$ cat config.mk
export PLATFORM = sky130hd
export DESIGN_NAME = seq_shift_add_mult
export DESIGN_NICKNAME = d
export VERILOG_FILES = /design/src/rtl/seq_shift_add_mult.sv
export SDC_FILE = /design/constraint.sdc
export NUM_CORES = 1
export LEC_CHECK = 0
export BUFFER_PORTS_ARGS = -buffer_cell sky130_fd_sc_hd__buf_2
export CAP_MARGIN = 10
export CORE_MARGIN = 2
export CORE_UTILIZATION = 55
export DETAILED_ROUTE_END_ITERATION = 7
export GPL_ROUTABILITY_DRIVEN = 0
export PLACE_DENSITY = 0.76
export SETUP_SLACK_MARGIN = 0.1
export SYNTH_ARGS = -nofsm -noshare
export SYNTH_HDL_FRONTEND = slang
export SYNTH_SLANG_ARGS = --single-unit
$ cat constraint.sdc
create_clock -name clk -period 2.2 [get_ports clk]
set_input_delay 0.55 -clock clk [delete_from_list [all_inputs] [get_ports clk]]
set_output_delay 0.55 -clock clk [all_outputs]
set_load 0.02 [all_outputs]
$ cat src/rtl/seq_shift_add_mult.sv
// Radix-2 shift-and-add unsigned multiplier: one partial product per clock,
// WIDTH cycles per product, with a start/busy/done handshake.
module seq_shift_add_mult #(
   parameter int WIDTH = 3,
   parameter int CNT_W = $clog2(WIDTH) + 1
) (
   input  logic               clk,
   input  logic               rst_n,
   input  logic               start,
   input  logic [WIDTH-1:0]   a,
   input  logic [WIDTH-1:0]   b,
   output logic               busy,
   output logic               done,
   output logic [2*WIDTH-1:0] z
);

   // Handshake: start is accepted only in IDLE (busy=0); operands are captured
   // on that edge. done pulses for exactly one cycle when z takes a new product.
   typedef enum logic {IDLE, RUN} state_e;

   localparam int PW = 2 * WIDTH;
   localparam logic [CNT_W-1:0] LAST_CNT = CNT_W'(WIDTH - 1);

   state_e           state_q, state_d;
   logic [PW-1:0]    mcand_q, mcand_d;
   logic [WIDTH-1:0] mplier_q, mplier_d;
   logic [PW-1:0]    acc_q, acc_d;
   logic [CNT_W-1:0] cnt_q, cnt_d;
   logic             busy_q, busy_d;
   logic             done_q, done_d;
   logic [PW-1:0]    z_q, z_d;

   logic [PW-1:0]    addend;
   logic [PW-1:0]    acc_sum;

   assign addend  = mplier_q[0] ? mcand_q : '0;
   assign acc_sum = acc_q + addend;

   always_comb begin
      state_d  = state_q;
      mcand_d  = mcand_q;
      mplier_d = mplier_q;
      acc_d    = acc_q;
      cnt_d    = cnt_q;
      busy_d   = busy_q;
      done_d   = 1'b0;
      z_d      = z_q;

      unique case (state_q)
         IDLE: begin
            if (start) begin
               mcand_d  = {{WIDTH{1'b0}}, a};
               mplier_d = b;
               acc_d    = '0;
               cnt_d    = '0;
               busy_d   = 1'b1;
               state_d  = RUN;
            end
         end
         RUN: begin
            acc_d    = acc_sum;
            mcand_d  = mcand_q << 1;
            mplier_d = mplier_q >> 1;
            cnt_d    = cnt_q + CNT_W'(1);
            // The last partial product is folded straight into z rather than
            // waiting an extra cycle for acc to settle.
            if (cnt_q == LAST_CNT) begin
               z_d     = acc_sum;
               done_d  = 1'b1;
               busy_d  = 1'b0;
               state_d = IDLE;
            end
         end
         default: begin
            state_d = IDLE;
            busy_d  = 1'b0;
         end
      endcase
   end

   always_ff @(posedge clk or negedge rst_n) begin
      if (!rst_n) begin
         state_q  <= IDLE;
         mcand_q  <= '0;
         mplier_q <= '0;
         acc_q    <= '0;
         cnt_q    <= '0;
         busy_q   <= 1'b0;
         done_q   <= 1'b0;
         z_q      <= '0;
      end else begin
         state_q  <= state_d;
         mcand_q  <= mcand_d;
         mplier_q <= mplier_d;
         acc_q    <= acc_d;
         cnt_q    <= cnt_d;
         busy_q   <= busy_d;
         done_q   <= done_d;
         z_q      <= z_d;
      end
   end

   assign busy = busy_q;
   assign done = done_q;
   assign z    = z_q;

endmodule

==> results.sh, run 1 <==
export IMPL_p_per_area_mw_per_mm2=1220
export IMPL_area_delta_synth_final_pct=8.33
export IMPL_ys_flop_type="dfrtp_1"
export IMPL_dp_hpwl_mm=1.66
export IMPL_critPathKind="reg -> reg"
export IMPL_cp_data_arrival_time_ns=2.11
export IMPL_grt_start_max_net_pins=28
export IMPL_seq_area_um2=676
export IMPL_cts_resized=0
export IMPL_rows=17
export IMPL_clk_latency_ns=0.32
export IMPL_worstSetupEndpointType="flop"
export IMPL_fmax_mhz=534
export IMPL_cts_path_max_buffers=2
export IMPL_synth_nets=147
export IMPL_wl_per_cell_um=13.3
export IMPL_instances_no_fill=173
export IMPL_dieArea_mm2=0.00278
export IMPL_max_cap_violations=0
export IMPL_layout_common_cells="29 x nand2_1, 27 x dfrtp_1, 16 x buf_2, 15 x o21ai_0, 7 x ha_1"
export IMPL_dp_slack_ns=0.328
export IMPL_drive_above_1_share_pct=14.5
export IMPL_overflow=0
export IMPL_reg2reg_setup_slack_ns=0.33
export IMPL_drt_wl_total_mm=2.30
export IMPL_ys_seq_elements=27
export IMPL_io_buffers=16
export IMPL_cp_slowest_cell="dfrtp_1"
export IMPL_timing_rr_end="acc_q[4]$_DFFE_PN0P_"
export IMPL_detail_route_iter0_violations=13
export IMPL_syn_avg_cell_area_um2=10.1
export IMPL_cts_buffers=3
export IMPL_filler_cell_count=188
export IMPL_design_area_mm2=0.00142
export IMPL_cts_hold_buf=0
export IMPL_core_region_area_mm2=0.00223
export IMPL_peakVddDrop_mv=0.672
export IMPL_grtUsageTotal_pct=20.5
export IMPL_viasPerCell=5.40
export IMPL_layout_setup_ws_ns=0.327
export IMPL_start_util_pct=58.5
export IMPL_numClockSinks=27
export IMPL_finalHoldViolCount=0
export IMPL_die_y_um=52.8
export IMPL_tns_ns=0
export IMPL_diodes=0
export IMPL_slew_viol_final=0
export IMPL_cpLargestDelayFamily="adder cells"
export IMPL_clkTransAtPathRegs_ns=0.14
export IMPL_ys_seq_area_share_pct=51.7
export IMPL_synth_area_mm2=0.00131
export IMPL_post_cts_setup_buffer_count=0
export IMPL_dieWidth_um=52.8
export IMPL_rsz0062_at_grt="false"
export IMPL_worst_pin_slew_ns=0.640
export IMPL_antenna_found_initial=0
export IMPL_path_cells="and2_1 > ha_1 > inv_1 > fa_1 > nor2b_1 > o21a_1 > nor3_1 > o31ai_1"
export IMPL_cts_tree="built"
export IMPL_first_global_vias=924
export IMPL_hp_class="in -> async"
export IMPL_postRouteAntennaNets=0
export IMPL_synth_edff_count=0
export IMPL_path_buf_inv=1
export IMPL_final_common_cell="nand2_1"
export IMPL_status="completed"
export IMPL_cp_slowest_stage_delay_ns=0.46
export IMPL_multi_input_area_um2=577
export IMPL_p_total_mw=1.73
export IMPL_ff2ff_path_depth=8
export IMPL_placed_cell_area_mm2=0.00139
export IMPL_fin_crit_sh_pct=85.1
export IMPL_vias=935
export IMPL_cp_start_kind="flop"
export IMPL_relSlewSlack_pct=57.2
export IMPL_place_inst=169
export IMPL_grt_pass1_wl_mm=4.11
export IMPL_ys_warn_count=0
export IMPL_layout_nets=163
export IMPL_synthArstFlopShare_pct=100
export IMPL_drc=0
export IMPL_design_portCount=17
export IMPL_skew_ns=0.00281
export IMPL_h_tree_depth=1
export IMPL_period_needed_ns=1.87
export IMPL_synthDistinctLibCells=28
export IMPL_setup_violations=0
export IMPL_synthCells=130
export IMPL_cp_data_required_time_ns=2.44
export IMPL_critPathMaxFanout=7
export IMPL_p_leak_nw=0.728
export IMPL_cts_root_buf="clkbuf_4"
export IMPL_first_pass_iters=4
export IMPL_worstReg2RegStart="mplier_q[0]$_DFFE_PN0P_"
## routing by layer
layer	up-vias	routed length, µm	GRT usage (%)
li1	469	-	-
met1	447	1080	27.2
met2	15	1120	33.1
met3	4	63	2.86
met4	0	35	8.97
met5	-	0	0
## metrics by stage
step	hold slack [ns]	util (%)
after floorplan	0.254	-
after global placement	0.455	62.2
after detailed placement	0.465	62.2
after CTS	0.224	63.4
after global routing	0.242	63.4
final	0.209	63.4
## power breakdown
part / switching, mW / total [mW] / internal, mW
logic: 0.388 / 0.634 / 0.246
registers: 0.177 / 0.881 / 0.704
clock network: 0.142 / 0.213 / 0.0710
total: 0.707 / 1.73 / 1.02
## registers in the layout, indices dropped and copies added (netlist names)
name / count
acc_q: 6
done: 1
z: 6
state_q: 1
mplier_q: 3
mcand_q: 6
cnt_q: 3
busy: 1
## Yosys cell counts, drive strengths merged, types with 2 or more instances
cell | count | area share (%)
a21o | 2 | 1.1
nand2 | 29 | 8.3
dfrtp | 27 | 52
nor2 | 5 | 1.4
o31ai | 2 | 1.5
o21ai | 15 | 5.7
a211o | 2 | 1.3
mux2i | 6 | 4.6
ha | 7 | 6.7
nand3 | 2 | 0.77
xnor2 | 2 | 1.3
nand4 | 3 | 1.4
a21oi | 3 | 1.1
xor2 | 2 | 1.3
and2 | 4 | 1.9
buf | 4 | 2.2
inv | 6 | 1.7
o21a | 2 | 1.1
## worst max-delay path by stage
stage / startpoint / endpoint / slack, ns / cells past startpoint
3_5_place_dp: mplier_q[0]$_DFFE_PN0P_ / acc_q[4]$_DFFE_PN0P_ / 0.33 / 8
4_1_cts: mplier_q[0]$_DFFE_PN0P_ / acc_q[4]$_DFFE_PN0P_ / 0.33 / 8
2_1_floorplan: mplier_q[0]$_DFFE_PN0P_ / acc_q[4]$_DFFE_PN0P_ / 0.55 / 8
3_3_place_gp: mplier_q[0]$_DFFE_PN0P_ / acc_q[4]$_DFFE_PN0P_ / 0.48 / 8
6_report: mplier_q[0]$_DFFE_PN0P_ / acc_q[4]$_DFFE_PN0P_ / 0.33 / 8
5_1_grt: mplier_q[0]$_DFFE_PN0P_ / acc_q[4]$_DFFE_PN0P_ / 0.17 / 8
## logic make-up after synthesis
kind of cell / count (synthesis) / synth area share, %
and+or+nand+nor: 46 / 15.4
AOI/OAI and AO/OA: 28 / 13.2
DFF: 27 / 51.7
buffers and inverters: 11 / 4.21
adders and majority gates: 8 / 8.23
muxes: 6 / 4.59
xor gates and xnor gates: 4 / 2.68
## worst register-to-register path, stage by stage, from the launching register on
cell and delay [ns]:
dfrtp_1 0.46, and2_1 0.15, ha_1 0.16, inv_1 0.05, fa_1 0.39, nor2b_1 0.16, o21a_1 0.15, nor3_1 0.07
o31ai_1 0.20
## final cells by class
class                           count  share of cell area (%)
Tap cell                           28                    2.47
Clock buffer                        4                    1.86
Inverter                            6                    1.59
Timing Repair Buffer               16                    5.65
Sequential cell                    27                    47.7
Multi-Input combinational cell     92                    40.7
Note: power is estimated with default switching activity, not from simulation.
==> run 2: changes to the inputs <==
Settings changed: BUFFER_PORTS_ARGS -buffer_cell sky130_fd_sc_hd__buf_2 to not set, CORE_UTILIZATION 55 to 61, DONT_BUFFER_PORTS set to 1, PLACE_DENSITY 0.76 to 0.77.
==> run 2 against run 1 <==
Maximum frequency is essentially flat. Via count down 5.0%. Register-to-register slack about the same. Non-clock buffer count shrank 15.
==> results.sh, run 2 (same netlist as run 1, synthesis figures left out) <==
export IMPL_status="completed"
export IMPL_placed_cell_area_mm2=0.00131
export IMPL_cts_buffers=3
export IMPL_rsz0062_at_grt="false"
export IMPL_cts_path_max_buffers=2
export IMPL_place_inst=152
export IMPL_critPathKind="reg -> reg"
export IMPL_p_per_area_mw_per_mm2=1230
export IMPL_worstSetupEndpointType="flop"
export IMPL_drc=0
export IMPL_cp_data_arrival_time_ns=2.10
export IMPL_grt_start_max_net_pins=28
export IMPL_wl_per_cell_um=14.6
export IMPL_start_util_pct=66.0
export IMPL_fin_crit_sh_pct=85.1
export IMPL_cts_root_buf="clkbuf_4"
export IMPL_peakVddDrop_mv=0.911
export IMPL_final_common_cell="nand2_1"
export IMPL_path_cells="and2_1 > ha_1 > inv_1 > fa_1 > nor2b_1 > o21a_1 > nor3_1 > o31ai_1"
export IMPL_cp_slowest_cell="dfrtp_1"
export IMPL_instances_no_fill=157
export IMPL_dp_hpwl_mm=1.69
export IMPL_grt_pass1_wl_mm=4.09
export IMPL_viasPerCell=5.66
export IMPL_clk_latency_ns=0.31
export IMPL_cp_data_required_time_ns=2.43
export IMPL_area_delta_synth_final_pct=3.64
export IMPL_detail_route_iter0_violations=13
export IMPL_startpoint="mplier_q[0]$_DFFE_PN0P_"
export IMPL_timing_rr_end="acc_q[4]$_DFFE_PN0P_"
export IMPL_tns_ns=0
export IMPL_design_area_mm2=0.00136
export IMPL_hp_class="in -> async"
export IMPL_first_global_vias=950
export IMPL_max_cap_violations=0
export IMPL_dp_slack_ns=0.371
export IMPL_drive_above_1_share_pct=4.62
export IMPL_io_buffers=0
export IMPL_reg2reg_setup_slack_ns=0.33
export IMPL_grtUsageTotal_pct=21.0
export IMPL_worstReg2RegStart="mplier_q[0]$_DFFE_PN0P_"
export IMPL_relSlewSlack_pct=57.8
export IMPL_ff2ff_path_depth=8
export IMPL_rows=16
export IMPL_cts_tree="built"
export IMPL_cp_start_kind="flop"
export IMPL_worst_pin_slew_ns=0.630
export IMPL_die_y_um=50.3
export IMPL_holdWs_ns=0.0301
export IMPL_worstSetupEndpoint="acc_q[4]$_DFFE_PN0P_"
export IMPL_drt_wl_total_mm=2.29
export IMPL_design_portCount=17
export IMPL_layout_setup_ws_ns=0.328
export IMPL_finalHoldViolCount=0
export IMPL_path_buf_inv=1
export IMPL_cpLargestDelayFamily="adder cells"
export IMPL_cp_slowest_stage_delay_ns=0.45
export IMPL_h_tree_depth=1
export IMPL_filler_cell_count=153
export IMPL_antenna_found_initial=0
export IMPL_post_cts_setup_buffer_count=0
export IMPL_fmax_mhz=534
export IMPL_vias=888
export IMPL_numClockSinks=27
export IMPL_cp_num_cells=8
export IMPL_critPathMaxFanout=7
export IMPL_layout_nets=148
export IMPL_overflow=0
export IMPL_layout_common_cells="29 x nand2_1, 27 x dfrtp_1, 15 x o21ai_0, 7 x ha_1"
export IMPL_clkTransAtPathRegs_ns=0.14
export IMPL_setup_violations=0
export IMPL_dieArea_mm2=0.00253
export IMPL_core_region_area_mm2=0.00198
export IMPL_p_leak_nw=0.665
export IMPL_first_pass_iters=6
export IMPL_diodes=0
export IMPL_skew_ns=0.00623
export IMPL_postRouteAntennaNets=0
export IMPL_period_needed_ns=1.87
export IMPL_dieWidth_um=50.3
export IMPL_slew_viol_final=0
## run 2: through the flow
step / utilization (%) / power, mW
after CTS: 68.4 / 1.68
after global routing: 68.4 / 1.81
after floorplan: - / 1.36
after detailed placement: 66.0 / 1.47
final: 68.4 / 1.67
after global placement: 66.0 / 1.43
## run 2: metal layers
metal	global-route usage, %	part of all wire [%]	vias to the layer above
met2	37.1	51	16
met5	0	0	-
met4	5.41	0.57	0
met3	2.68	2.7	2
li1	-	-	439
met1	27.4	45	431
## run 2: final cells by class
class / instances / area, µm² / share of cell area, %
sequential: 27 / 676 / 49.9
multi-input combinational: 92 / 577 / 42.6
tap: 27 / 33.8 / 2.49
clock buffer: 4 / 26.3 / 1.94
inverter: 6 / 22.5 / 1.66
timing repair buffer: 1 / 20.0 / 1.48
## run 2: repair_timing
| item | in CTS | in global routing |
|---|---|---|
| hold endpoints to repair | 27 | 0 |
| hold buffers | 1 | 0 |
| gates resized for setup | 0 | 0 |
## run 2: worst min-delay path by stage
stage           from                    to  slack [ns]  cells after the start
3_3_place_gp   rst_n      z[4]$_DFFE_PN0P_        0.26                      0
3_5_place_dp   rst_n      z[3]$_DFFE_PN0P_        0.25                      0
4_1_cts        rst_n  acc_q[2]$_DFFE_PN0P_        0.03                      1
6_report       rst_n  acc_q[3]$_DFFE_PN0P_        0.03                      1
2_1_floorplan  rst_n  acc_q[0]$_DFFE_PN0P_        0.25                      0
5_1_grt        rst_n      z[3]$_DFFE_PN0P_        0.02                      1
## run 2: power by group
group | internal [mW] | switching, mW
clock | 0.0707 | 0.137
sequential | 0.704 | 0.267
combinational | 0.204 | 0.291
